### src/rtl/uart_tx_feeder.sv
// uart_tx_feeder
// Byte FIFO and launch sequencer sitting in front of the UART TX frame
// controller. The host pushes bytes into a circular FIFO. Whenever the
// transmitter is idle, the head byte is offered on p_data with a one-cycle
// data_valid pulse. The head byte is held until busy falls at end of frame
// and is only popped at that point, so frames go out back-to-back.
//
// Ports:
//   clk        system clock, rising edge
//   reset      asynchronous active-high reset
//   wr_en      host write strobe
//   wr_data    host write byte
//   busy       transmitter busy
//   data_valid registered one-cycle launch pulse
//   p_data     FIFO head byte, stable while an entry is outstanding
//   full       count == DEPTH
//   empty      count == 0
//   count      occupancy 0..DEPTH
//   overflow   sticky: a write was dropped while full
//
// state     | meaning
// ----------+-------------------------------------------------------------
// IDLE      | no frame outstanding; launch the head byte when possible
// LAUNCH    | data_valid pulsed; waiting for busy to rise (with timeout)
// WAIT_DONE | frame in progress; pop the head when busy falls
module uart_tx_feeder #(
    parameter int DATA_WIDTH = 8,
    parameter int DEPTH      = 8,
    parameter int ADDR_WIDTH = 3,
    parameter int TIMEOUT    = 4
) (
    input  logic                  clk,
    input  logic                  reset,
    input  logic                  wr_en,
    input  logic [DATA_WIDTH-1:0] wr_data,
    input  logic                  busy,
    output logic                  data_valid,
    output logic [DATA_WIDTH-1:0] p_data,
    output logic                  full,
    output logic                  empty,
    output logic [ADDR_WIDTH:0]   count,
    output logic                  overflow
);

    localparam int TMO_W = (TIMEOUT > 2) ? $clog2(TIMEOUT) : 1;
    localparam logic [TMO_W-1:0]    TMO_LAST = TMO_W'(TIMEOUT - 1);
    localparam logic [TMO_W-1:0]    TMO_ONE  = TMO_W'(1);
    localparam logic [ADDR_WIDTH:0] CNT_FULL = (ADDR_WIDTH + 1)'(DEPTH);
    localparam logic [ADDR_WIDTH:0] CNT_ONE  = (ADDR_WIDTH + 1)'(1);
    localparam logic [ADDR_WIDTH-1:0] PTR_ONE = ADDR_WIDTH'(1);

    typedef enum logic [1:0] {
        S_IDLE      = 2'd0,
        S_LAUNCH    = 2'd1,
        S_WAIT_DONE = 2'd2
    } state_t;

    state_t                state_q, state_d;
    logic                  dv_q, dv_d;
    logic [TMO_W-1:0]      tmo_q, tmo_d;
    logic [ADDR_WIDTH-1:0] wr_ptr_q, wr_ptr_d;
    logic [ADDR_WIDTH-1:0] rd_ptr_q, rd_ptr_d;
    logic [ADDR_WIDTH:0]   count_q, count_d;
    logic                  ovf_q, ovf_d;
    logic                  wr_acc;
    logic                  pop;
    logic [DATA_WIDTH-1:0] mem_q [DEPTH];

    assign full       = (count_q == CNT_FULL);
    assign empty      = (count_q == '0);
    assign count      = count_q;
    assign overflow   = ovf_q;
    assign data_valid = dv_q;
    assign p_data     = mem_q[rd_ptr_q];

    always_comb begin
        state_d = state_q;
        dv_d    = 1'b0;
        tmo_d   = tmo_q;
        pop     = 1'b0;
        case (state_q)
            S_IDLE: begin
                if (!empty && !busy) begin
                    dv_d    = 1'b1;
                    tmo_d   = '0;
                    state_d = S_LAUNCH;
                end
            end
            S_LAUNCH: begin
                if (busy) begin
                    state_d = S_WAIT_DONE;
                end else if (tmo_q == TMO_LAST) begin
                    // transmitter never picked the byte up: relaunch it
                    state_d = S_IDLE;
                end else begin
                    tmo_d = tmo_q + TMO_ONE;
                end
            end
            S_WAIT_DONE: begin
                if (!busy) begin
                    pop     = 1'b1;
                    state_d = S_IDLE;
                end
            end
            default: state_d = S_IDLE;
        endcase
    end

    always_comb begin
        // full is sampled before any same-cycle pop, so a write while full
        // is dropped even if the head is leaving this cycle
        wr_acc   = wr_en && !full;
        wr_ptr_d = wr_acc ? (wr_ptr_q + PTR_ONE) : wr_ptr_q;
        rd_ptr_d = pop ? (rd_ptr_q + PTR_ONE) : rd_ptr_q;
        count_d  = count_q;
        if (wr_acc && !pop) begin
            count_d = count_q + CNT_ONE;
        end else if (!wr_acc && pop) begin
            count_d = count_q - CNT_ONE;
        end
        ovf_d = ovf_q | (wr_en & full);
    end

    always_ff @(posedge clk or posedge reset) begin
        if (reset) begin
            state_q  <= S_IDLE;
            dv_q     <= 1'b0;
            tmo_q    <= '0;
            wr_ptr_q <= '0;
            rd_ptr_q <= '0;
            count_q  <= '0;
            ovf_q    <= 1'b0;
        end else begin
            state_q  <= state_d;
            dv_q     <= dv_d;
            tmo_q    <= tmo_d;
            wr_ptr_q <= wr_ptr_d;
            rd_ptr_q <= rd_ptr_d;
            count_q  <= count_d;
            ovf_q    <= ovf_d;
        end
    end

    // storage needs no reset; contents are meaningless while empty
    always_ff @(posedge clk) begin
        if (wr_acc) begin
            mem_q[wr_ptr_q] <= wr_data;
        end
    end

endmodule

### config.mk
export PLATFORM = sky130hd
export DESIGN_NAME = uart_tx_feeder
export DESIGN_NICKNAME = d
export VERILOG_FILES = /design/src/rtl/uart_tx_feeder.sv
export SDC_FILE = /design/constraint.sdc
export NUM_CORES = 1
export LEC_CHECK = 0
export CAP_MARGIN = 25
export CORE_MARGIN = 5
export CORE_UTILIZATION = 45
export CTS_BUF_LIST = sky130_fd_sc_hd__clkbuf_16
export CTS_CLUSTER_DIAMETER = 80
export DETAILED_ROUTE_END_ITERATION = 8
export DONT_BUFFER_PORTS = 1
export PLACE_DENSITY_LB_ADDON = 0.08
export SLEW_MARGIN = 40
export SYNTH_ARGS = -nofsm -noshare
export SYNTH_HDL_FRONTEND = slang
export SYNTH_SLANG_ARGS = --single-unit
### constraint.sdc
create_clock -name clk -period 2.4 [get_ports clk]
set_input_delay 0.24 -clock clk [delete_from_list [all_inputs] [get_ports clk]]
set_output_delay 0.24 -clock clk [all_outputs]
set_load 0.005 [all_outputs]
==> flow_metrics.py <==
metrics = {
    "run_status": {
        "status": "finished, final reports clean",
    },
    "worst_setup_path": {
        "worstPathArrival_ns": 2.56,
        "reg2reg_depth": 9,
        "timing.rr.start": "count[2]",
        "crit_chain": "or4b_4 -> nand2_4 -> inv_2 -> ha_4 -> inv_4 -> ha_4 -> or4_4 -> nand3_2 -> o221ai_1",
        "critPathRequiredTime_ns": 2.59,
        "crit_path_end_kind": "flop",
        "rrSetupSlack_ns": 0.04,
        "slowest_stage": "or4b_4",
        "cp_common_cell": "ha_4",
        "max_stage_delay_ns": 0.56,
        "crit_fanout": 6,
        "rr_endpoint": "count[3]",
        "critPathKind": "flop to flop",
        "start_kind": "flop",
    },
    "sta": {
        "min_period_ns": 2.36,
        "hold_violations": 0,
        "setup_viol": 0,
        "relSlewSlack_pct": 53.4,
        "tightest_slew_ns": 0.699,
        "max_freq_mhz": 423,
        "finClkSkew_ns": 0.00540,
        "fin_crit_sh_pct": 98.5,
        "slew_violations": 0,
    },
    "global_routing": {
        "grt_use_met2_pct": 23.7,
        "grt_pass1_wl_um": 9360,
        "antenna_found_initial": 0,
        "met1_usage_pct": 18.0,
        "grt_max_degree": 19,
        "grt_use_total_pct": 14.4,
        "grt.busiest_layer": "met2",
        "grt_pass1_vias": 1707,
        "grt_overflow": 0,
        "met3_usage_pct": 5.73,
    },
    "floorplan": {
        "io_pins": 28,
        "row_count": 31,
        "die_h_um": 96.5,
        "start_util_pct": 46.4,
        "die_area_um2": 9300,
        "die_w_um": 96.5,
        "design.core.area_um2": 7250,
    },
    "yosys": {
        "postSynthCellCount": 176,
        "synth_fa_ha_area_share_pct": 2.83,
        "synth_mux_area_share_pct": 16.8,
        "synth_nets": 195,
        "synth-seq-area-share_pct": 69.0,
        "synth_xor_area_share_pct": 1.82,
        "synth-compound-area-share_pct": 2.42,
        "synth_edf_count": 64,
        "ys_warn_count": 0,
        "synth-seq-cells": 80,
        "ys.flop_type": "edfxtp_1",
        "yosys.cell_types.count": 33,
        "synth.avg_cell_area_um2": 19.1,
        "yosys.area_share.simple_pct": 5.02,
        "synth_top_family_by_area": "multiplexers",
        "syn_area_um2": 3360,
        "async_flop_share_pct": 20.0,
    },
    "placed_design": {
        "numPortBuffers": 0,
        "gp_congestion": 0.727,
        "dpl_cell_area_um2": 3600,
        "dp_hpwl_um": 3840,
    },
    "routing": {
        "drtIter0Drc": 70,
        "finalWirelength_um": 6190,
        "drt-pass1-iter-count": 5,
        "viasPerCell": 5.32,
        "drc": 0,
        "ant_nets": 0,
        "num_vias": 1656,
        "routedWlPerCell_um": 19.9,
    },
    "cells_and_area": {
        "num_antenna_cells": 0,
        "synthToLayoutAreaGrowth_pct": 18.7,
        "final_cell_mix": "edfxtp_1 (64), buf_4 (19), mux4_1 (16), dfrtp_1 (14), mux2_2 (11)",
        "drive_gt1_share_pct": 25.9,
        "layout_commonest_cell": "edfxtp_1",
        "final_area_um2": 3990,
        "final_util_pct": 55.0,
        "nNetsFinal": 226,
    },
    "hold_path": {
        "worstHoldEndpoint": "mem_q[7][4]",
        "holdPathStages": 0,
        "worstHoldStart": "wr_data[4]",
        "min_path_type": "input port to flop",
    },
    "pwr": {
        "p_per_area_nw_per_um2": 1180,
        "p_leak_uw": 0.00145,
        "peakVddDrop_v": 0.000559,
    },
    "clock_tree": {
        "cts_sinks": 80,
        "numCtsBuffers": 9,
        "cts-root-buf": "clkbuf_16",
        "htree_num_levels": 3,
        "cts_tree": "done",
        "clk_pin_slew_ns": 0.06,
        "clk_latency_ns": 0.32,
        "cts_buffer_depth": 2,
    },
    "job": {
        "maxCapViolations": 0,
    },
}
-- repair_timing --
item,in CTS,in global routing
setup endpoints to repair,1,1
buffers inserted,1,2
pin swaps,2,3
hold endpoints to repair,17,37
hold buffers,2,5
gates resized for setup,0,2
-- cells in the mapped netlist, drive strengths merged (2+ instances only) --
library cell | count | area, um2
mux2 | 11 | 124
a211o | 2 | 17.5
dfrtp | 16 | 400
xnor2 | 5 | 43.8
a21oi | 2 | 10.0
nor3 | 3 | 15.0
nand2 | 4 | 15.0
edfxtp | 64 | 1920
o2bb2ai | 2 | 17.5
ha | 6 | 75.1
nor2 | 6 | 22.5
buf | 3 | 36.3
a21o | 2 | 15.0
nand2b | 2 | 12.5
nand3 | 3 | 15.0
mux2i | 2 | 20.0
nand3b | 3 | 22.5
or3 | 3 | 18.8
clkbuf | 3 | 11.3
mux4 | 16 | 420
nor4 | 2 | 12.5
inv | 6 | 22.5
xor2 | 2 | 17.5
-- power by group --
group | total (uW) | leakage [uW] | internal [uW] | switching (uW)
logic | 1400 | 0.000532 | 755 | 643
clock network | 1310 | 0.000144 | 804 | 507
registers | 2010 | 0.000773 | 1800 | 215
total | 4720 | 0.00145 | 3360 | 1360
-- per-layer routing --
metal / wire length [um] / vias to the layer above
li1: - / 775
met1: 2680 / 854
met2: 3150 / 25
met3: 328 / 2
met4: 32 / 0
met5: 0 / -
-- registers in the layout, summed over array words and instances, names as in the netlist --
name	cells
data_valid	1
state_q	2
overflow	1
rd_ptr_q	3
tmo_q	2
count	4
wr_ptr_q	3
mem_q	64
-- critical path: cells and delay by family, from the launching register on --
kind / cells / cell delay [ns]
AND/OR/NAND/NOR: 4 / 1.23
flip-flops: 1 / 0.40
adder cells (fa/ha/maj): 2 / 0.39
buffers and inverters: 2 / 0.11
AO/OA/AOI/OAI: 1 / 0.10
-- how the worst max path moves through the flow --
stage | start | to | slack, ns | cells after the start
final | count[2] | count[3] | 0.04 | 9
after global routing | count[2] | count[3] | -0.01 | 9
after CTS | count[0] | count[3] | 0.0005 | 9
after detailed placement | count[2] | count[3] | -0.01 | 9
after global placement | count[2] | count[3] | 0.08 | 9
after floorplan | count[2] | count[3] | 0.01 | 9
-- final cells by class --
cell class / count / area [um2]
Multi-Input combinational cell: 84 / 1010
Clock inverter: 7 / 68.8
Sequential cell: 80 / 2320
Inverter: 6 / 25.0
Fill cell: 577 / 3260
Clock buffer: 9 / 225
Tap cell: 99 / 124
Timing Repair Buffer: 26 / 213
-- kinds of logic after synthesis --
| kind of cell | Yosys count |
|---|---|
| compound gates | 11 |
| simple gates | 30 |
| flops | 80 |
| xor+xnor | 7 |
| buf+inv | 12 |
| mux | 29 |
| fa+ha+maj | 7 |
-- through the flow --
stage / hold WS, ns / setup slack, ns / TNS (ns) / power [uW] / std cells
finish: 0.0124 / 0.0359 / 0 / 4720 / 311
global route: 0.000353 / -0.0123 / -0.0123 / 4970 / 311
CTS: 0.00291 / 0.000475 / 0 / 4740 / 304
detailed placement: 0.252 / -0.0103 / -0.0103 / 3410 / 285
global placement: 0.231 / 0.0815 / 0 / 3330 / 285
floorplan: 0.154 / 0.0138 / 0 / 3020 / 176
No activity file was read; power rests on OpenSTA's default activity.
